$ cat src/rtl/imem_pkg.sv
// Shared types and constants for the instruction-memory loader.
package imem_pkg;

    typedef enum logic [1:0] {
        IDLE,
        RECV,
        WRITE,
        DONE
    } loader_state_t;

    localparam int BYTE_W = 8;

    function automatic int bytesOf(input int width);
        return width / BYTE_W;
    endfunction

endpackage

$ cat src/rtl/imem_loader_if.sv
// Word stream in, byte write port out; the loader is the slave side.
import imem_pkg::*;

interface imem_loader_if #(
    parameter int ADDRESS_WIDTH = 16,
    parameter int DATA_WIDTH    = 32
);

    logic                     s_valid;
    logic                     s_ready;
    logic [DATA_WIDTH-1:0]    s_data;
    logic                     mem_we;
    logic [ADDRESS_WIDTH-1:0] mem_addr;
    logic [BYTE_W-1:0]        mem_wdata;

    modport master (
        output s_valid,
        output s_data,
        input  s_ready,
        input  mem_we,
        input  mem_addr,
        input  mem_wdata
    );

    modport slave (
        input  s_valid,
        input  s_data,
        output s_ready,
        output mem_we,
        output mem_addr,
        output mem_wdata
    );

endinterface

$ cat src/rtl/imem_loader.sv
// Serialises stream words into little-endian byte writes
// at consecutive instruction-memory addresses.
import imem_pkg::*;

module imem_loader #(
    parameter int ADDRESS_WIDTH = 16,
    parameter int DATA_WIDTH    = 32
) (
    input  logic                     clk,
    input  logic                     rst,
    input  logic                     start,
    input  logic [ADDRESS_WIDTH-1:0] base_addr,
    input  logic [ADDRESS_WIDTH-1:0] word_count,
    imem_loader_if.slave             bus,
    output logic                     busy,
    output logic                     done,
    output logic                     wrapped
);

    localparam int BYTES = bytesOf(DATA_WIDTH);
    localparam int IDX_W = (BYTES > 1) ? $clog2(BYTES) : 1;
    localparam logic [IDX_W-1:0] LAST_IDX = IDX_W'(BYTES - 1);
    localparam logic [ADDRESS_WIDTH-1:0] ONE = ADDRESS_WIDTH'(1);

    generate
        if (DATA_WIDTH % BYTE_W != 0) begin : gBadWidth
            $error("imem_loader: DATA_WIDTH must be a multiple of 8");
        end
    endgenerate

    loader_state_t state;
    loader_state_t nextState;

    logic [ADDRESS_WIDTH-1:0] addr;
    logic [ADDRESS_WIDTH-1:0] remaining;
    logic [DATA_WIDTH-1:0]    word;
    logic [IDX_W-1:0]         idx;

    always_ff @(posedge clk or posedge rst) begin
        if (rst) begin
            state <= IDLE;
        end else begin
            state <= nextState;
        end
    end

    always_comb begin
        nextState = state;
        unique case (state)
            IDLE: begin
                if (start) begin
                    nextState = (word_count != '0) ? RECV : DONE;
                end
            end
            RECV: begin
                if (bus.s_valid) begin
                    nextState = WRITE;
                end
            end
            WRITE: begin
                if (idx == LAST_IDX) begin
                    nextState = (remaining == ONE) ? DONE : RECV;
                end
            end
            DONE: begin
                nextState = IDLE;
            end
        endcase
    end

    // Datapath; a mid-word reset simply abandons the partial word.
    always_ff @(posedge clk or posedge rst) begin
        if (rst) begin
            addr      <= '0;
            remaining <= '0;
            word      <= '0;
            idx       <= '0;
            wrapped   <= 1'b0;
        end else begin
            unique case (state)
                IDLE: begin
                    if (start) begin
                        addr      <= base_addr;
                        remaining <= word_count;
                        wrapped   <= 1'b0;
                    end
                end
                RECV: begin
                    if (bus.s_valid) begin
                        word <= bus.s_data;
                        idx  <= '0;
                    end
                end
                WRITE: begin
                    addr <= addr + ONE;
                    idx  <= idx + 1'b1;
                    if (&addr) begin
                        wrapped <= 1'b1;
                    end
                    if (idx == LAST_IDX) begin
                        remaining <= remaining - ONE;
                    end
                end
                DONE: begin
                end
            endcase
        end
    end

    assign bus.s_ready   = (state == RECV);
    assign bus.mem_we    = (state == WRITE);
    assign bus.mem_addr  = addr;
    assign bus.mem_wdata = word[BYTE_W*idx +: BYTE_W];
    assign busy          = (state != IDLE);
    assign done          = (state == DONE);

endmodule

$ cat src/flat_wrapper.sv
// flat-port wrapper written by rule: the top's interface ports become plain ports
module imem_loader_flat 
#(
    parameter int ADDRESS_WIDTH = 16,
    parameter int DATA_WIDTH    = 32
)
  (clk, rst, start, base_addr, word_count, busy, done, wrapped, bus_s_valid, bus_s_data, bus_s_ready, bus_mem_we, bus_mem_addr, bus_mem_wdata);
  imem_loader_if #(.ADDRESS_WIDTH(ADDRESS_WIDTH), .DATA_WIDTH(DATA_WIDTH)) bus_i ();
  input  logic clk;
  input  logic rst;
  input  logic start;
  input  logic [ADDRESS_WIDTH-1:0] base_addr;
  input  logic [ADDRESS_WIDTH-1:0] word_count;
  output logic busy;
  output logic done;
  output logic wrapped;
  input wire logic [$bits(bus_i.s_valid)-1:0] bus_s_valid;
  input wire logic [$bits(bus_i.s_data)-1:0] bus_s_data;
  output wire logic [$bits(bus_i.s_ready)-1:0] bus_s_ready;
  output wire logic [$bits(bus_i.mem_we)-1:0] bus_mem_we;
  output wire logic [$bits(bus_i.mem_addr)-1:0] bus_mem_addr;
  output wire logic [$bits(bus_i.mem_wdata)-1:0] bus_mem_wdata;
  assign bus_i.s_valid = bus_s_valid;
  assign bus_i.s_data = bus_s_data;
  assign bus_s_ready = bus_i.s_ready;
  assign bus_mem_we = bus_i.mem_we;
  assign bus_mem_addr = bus_i.mem_addr;
  assign bus_mem_wdata = bus_i.mem_wdata;
  imem_loader #(.ADDRESS_WIDTH(ADDRESS_WIDTH), .DATA_WIDTH(DATA_WIDTH)) u_core (.clk(clk), .rst(rst), .start(start), .base_addr(base_addr), .word_count(word_count), .bus(bus_i), .busy(busy), .done(done), .wrapped(wrapped));
endmodule
$ cat config.mk
export PLATFORM = sky130hd
export DESIGN_NAME = imem_loader_flat
export DESIGN_NICKNAME = d
export VERILOG_FILES = /design/src/rtl/imem_pkg.sv /design/src/rtl/imem_loader_if.sv /design/src/rtl/imem_loader.sv /design/src/flat_wrapper.sv
export SDC_FILE = /design/constraint.sdc
export NUM_CORES = 1
export LEC_CHECK = 0
export BUFFER_PORTS_ARGS = -buffer_cell sky130_fd_sc_hd__buf_2
export CELL_PAD_IN_SITES_DETAIL_PLACEMENT = 1
export CELL_PAD_IN_SITES_GLOBAL_PLACEMENT = 1
export CORE_MARGIN = 4
export CORE_UTILIZATION = 41
export DETAILED_ROUTE_END_ITERATION = 12
export GPL_ROUTABILITY_DRIVEN = 0
export GPL_TIMING_DRIVEN = 0
export PLACE_DENSITY_LB_ADDON = 0.1
export REMOVE_ABC_BUFFERS = 1
export SETUP_SLACK_MARGIN = 0.5
export SLEW_MARGIN = 20
export SYNTH_ARGS = -nofsm -noshare
export SYNTH_HDL_FRONTEND = slang
export SYNTH_SLANG_ARGS = --single-unit
$ cat constraint.sdc
create_clock -name clk -period 2.16 [get_ports clk]
set_clock_uncertainty 0.15 [all_clocks]
set_input_delay 0 -clock clk [delete_from_list [all_inputs] [get_ports clk]]
set_output_delay 0 -clock clk [all_outputs]
set_load 0.02 [all_outputs]
==> impl_metrics.ini <==
[finish]
layout_commonest_cell = buf_2
final_cell_mix = 85 x buf_2, 66 x dlygate4sd3_1, 56 x dfrtp_1
area_growth_syn_to_layout_pct = 68.84
fin_util_pct = 71.86
nets = 647
drive_gt1_share_pct = 52.24
final-instance-count-excl-fill = 689

[synthesis]
synthDistinctLibCells = 61
synthArstFlopShare_pct = 100.0
synth-edff-count = 0
synthCells = 358
ys_seq_elements = 69
synthTopCellsByArea = dfrtp_1 46%, mux2_2 9.3%, mux4_2 4.8%
syn_area_um2 = 3766
yosys.area.top_type = dfrtp_1
avgSynthCellArea_um2 = 10.52
yosysWarningCount = 0
yosys_most_used_dff = dfrtp_1
ys_seq_area_share_pct = 45.85
synth.top_cell.area_share_pct = 45.85

[die]
core_um2 = 8848
die-area_um2 = 10780
die_w_um = 103.8
num_rows = 34
die_h_um = 103.8
num_io_pins = 97
initial_core_util_pct = 42.56

[sta]
rsz0062_at_grt = true
hold_viol = 1
fin_crit_ns = 2.098
max_freq_ghz = 0.4767
hold_ws_ns = -0.00004419
slew_violations = 0
setup_violations = 0
finalCritPeriodShare_pct = 97.13
worst_pin_slew_ns = 0.4934
relSlewSlack_pct = 66.80
final.setup.worst_slack_ns = 0.06202

[drt]
viasPerCell = 6.549
drtIter0Drc = 330
wl_um = 20790
ant_nets = 0
firstDrtPassIters = 5
vias = 4512
drc = 0
post_drt_wl_per_cell_um = 30.17

[outcome]
status = finished, violations left
violations = negative hold slack

[cts]
root_buffer = clkbuf_8
insertion_delay_ns = 0.38
clk_pin_slew_ns = 0.10
htree_levels = 3
cts_tree = built
cts_buffer_depth = 2
cts_made_buffers = 9
cts_sinks = 69

[critical_path]
cp_data_arrival_time_ns = 2.16
worstSetupPathType = flop to flop
critPathMaxStageDelay_ns = 0.55
start_kind = flop
cpMaxStageDelayCell = dfrtp_4
end_kind = flop
cp_max_fo = 8
path_cells = nand4b_1 > nor4_4 > and3_1 > o211ai_1
cp.required_ns = 2.23

[power]
ir_drop_mv = 0.7922
power.density_nw_per_um2 = 1654
leakagePower_nw = 2.706
power.total_mw = 10.52

[placed_design]
port_buffers = 96
numPlacedInstances = 541
dp_hpwl_um = 7567
pre_cts_ws_ns = -1.144

[min_path]
hold_path_class = primary input to async pin

[grt]
grt_pass1_vias = 4287
grt_pass1_wl_um = 23480
grt_usage_pct = 27.72
antenna_found_initial = 1
grt_max_degree = 49
overflow = 0

[flow_run]
max_cap_violations = 0
## report_power, final
group / leakage (nW) / total, mW / internal, mW / switching (mW)
sequential: 0.797 / 2.93 / 1.97 / 0.959
combinational: 1.80 / 6.32 / 2.87 / 3.44
clock: 0.110 / 1.27 / 0.657 / 0.609
total: 2.71 / 10.5 / 5.50 / 5.01
## cell usage after synthesis (3+ instances only)
| library cell | count |
|---|---|
| a211oi_1 | 3 |
| a21oi_1 | 23 |
| a2bb2oi_1 | 7 |
| a31oi_1 | 6 |
| and3_1 | 4 |
| buf_1 | 3 |
| buf_2 | 7 |
| clkbuf_1 | 10 |
| dfrtp_1 | 69 |
| ha_1 | 4 |
| inv_1 | 8 |
| mux2_2 | 31 |
| mux4_2 | 8 |
| nand2_1 | 27 |
| nand2b_1 | 5 |
| nand3_1 | 13 |
| nand4_1 | 9 |
| nand4b_1 | 3 |
| nor2_1 | 21 |
| nor3_1 | 7 |
| nor3b_1 | 4 |
| nor4_1 | 5 |
| o211ai_1 | 4 |
| o21ai_0 | 9 |
| o21ai_1 | 11 |
| o22a_1 | 4 |
| o22ai_1 | 7 |
| o31ai_1 | 3 |
| or4_1 | 3 |
## metrics by stage
step,cell area [µm²],setup TNS [ns]
3_5_place_dp,4314,-33.45
6_report,6359,0
3_3_place_gp,4282,-93.86
4_1_cts,5742,0
2_1_floorplan,3666,-7.359
5_1_grt,6359,0
## final timing paths
check / start / to / slack [ns] / cells past startpoint
setup reg to reg: u_core.state[0]$_DFFE_PP0P_ / u_core.bus.mem_addr[14]$_DFFE_PP0P_ / 0.06 / 4
hold reg to reg: u_core.word[29]$_DFFE_PP0P_ / u_core.word[29]$_DFFE_PP0P_ / 0.36 / 1
max in group asynchronous: rst / u_core.bus.mem_addr[0]$_DFFE_PP0P_ / 1.28 / 4
min in group clk: start / u_core.state[1]$_DFFE_PP0P_ / 0.02 / 5
setup / recovery: u_core.state[0]$_DFFE_PP0P_ / u_core.bus.mem_addr[14]$_DFFE_PP0P_ / 0.06 / 4
hold / removal: rst / u_core.word[2]$_DFFE_PP0P_ / -0.00004 / 3
## per-layer routing
layer | vias to the layer above | GRT usage (%) | share of wire [%]
met5 | - | 0 | 0
met4 | 0 | 9.497 | 6.9
met3 | 118 | 5.721 | 8.4
met2 | 361 | 49.44 | 50
met1 | 2230 | 33.15 | 35
li1 | 1803 | - | -
## cell families (layout without fill, tap and decap cells)
logic type	after synthesis	in the layout	synth area share, %
xor gates and xnor gates	1	1	0.2326
AOI/OAI and AO/OA	90	90	15.55
buffers and inverters	32	248	3.654
and+or+nand+nor	120	126	18.51
other	0	1	0
adders and majority gates	4	4	1.329
DFF	69	69	45.85
muxes	42	42	14.88
## registers in the layout, summed over array words and instances, names as in the netlist
| signal | flops |
|---|---|
| u_core.word | 32 |
| u_core.idx | 2 |
| u_core.bus.mem_addr | 16 |
| u_core.wrapped | 1 |
| u_core.remaining | 16 |
| u_core.state | 2 |
## cell type report
type	instances	area, µm²
Tap cell	108	135.1
Fill cell	899	2490
Antenna cell	1	2.502
Clock buffer	9	123.9
Clock inverter	7	98.84
Inverter	10	60.06
Multi-Input combinational cell	263	2385
Timing Repair Buffer	217	1752
Sequential cell	69	1750
Timing Repair inverter	5	51.30
## worst max-delay path: cells and delay by family, from the launching register on
kind	cells	cell delay [ns]
DFF	1	0.55
and+or+nand+nor	3	1.08
AOI/OAI and AO/OA	1	0.15
## repair_timing
action                                  4_1_cts  5_1_grt
hold endpoints to repair                    134        0
gates resized for setup                      69       84
buffers inserted                             29       24
hold buffers                                 66        0
pin swaps                                    22       22
endpoints found under the setup margin       81       72
cloned                                        4        8
No activity file was read; power rests on OpenSTA's default activity.
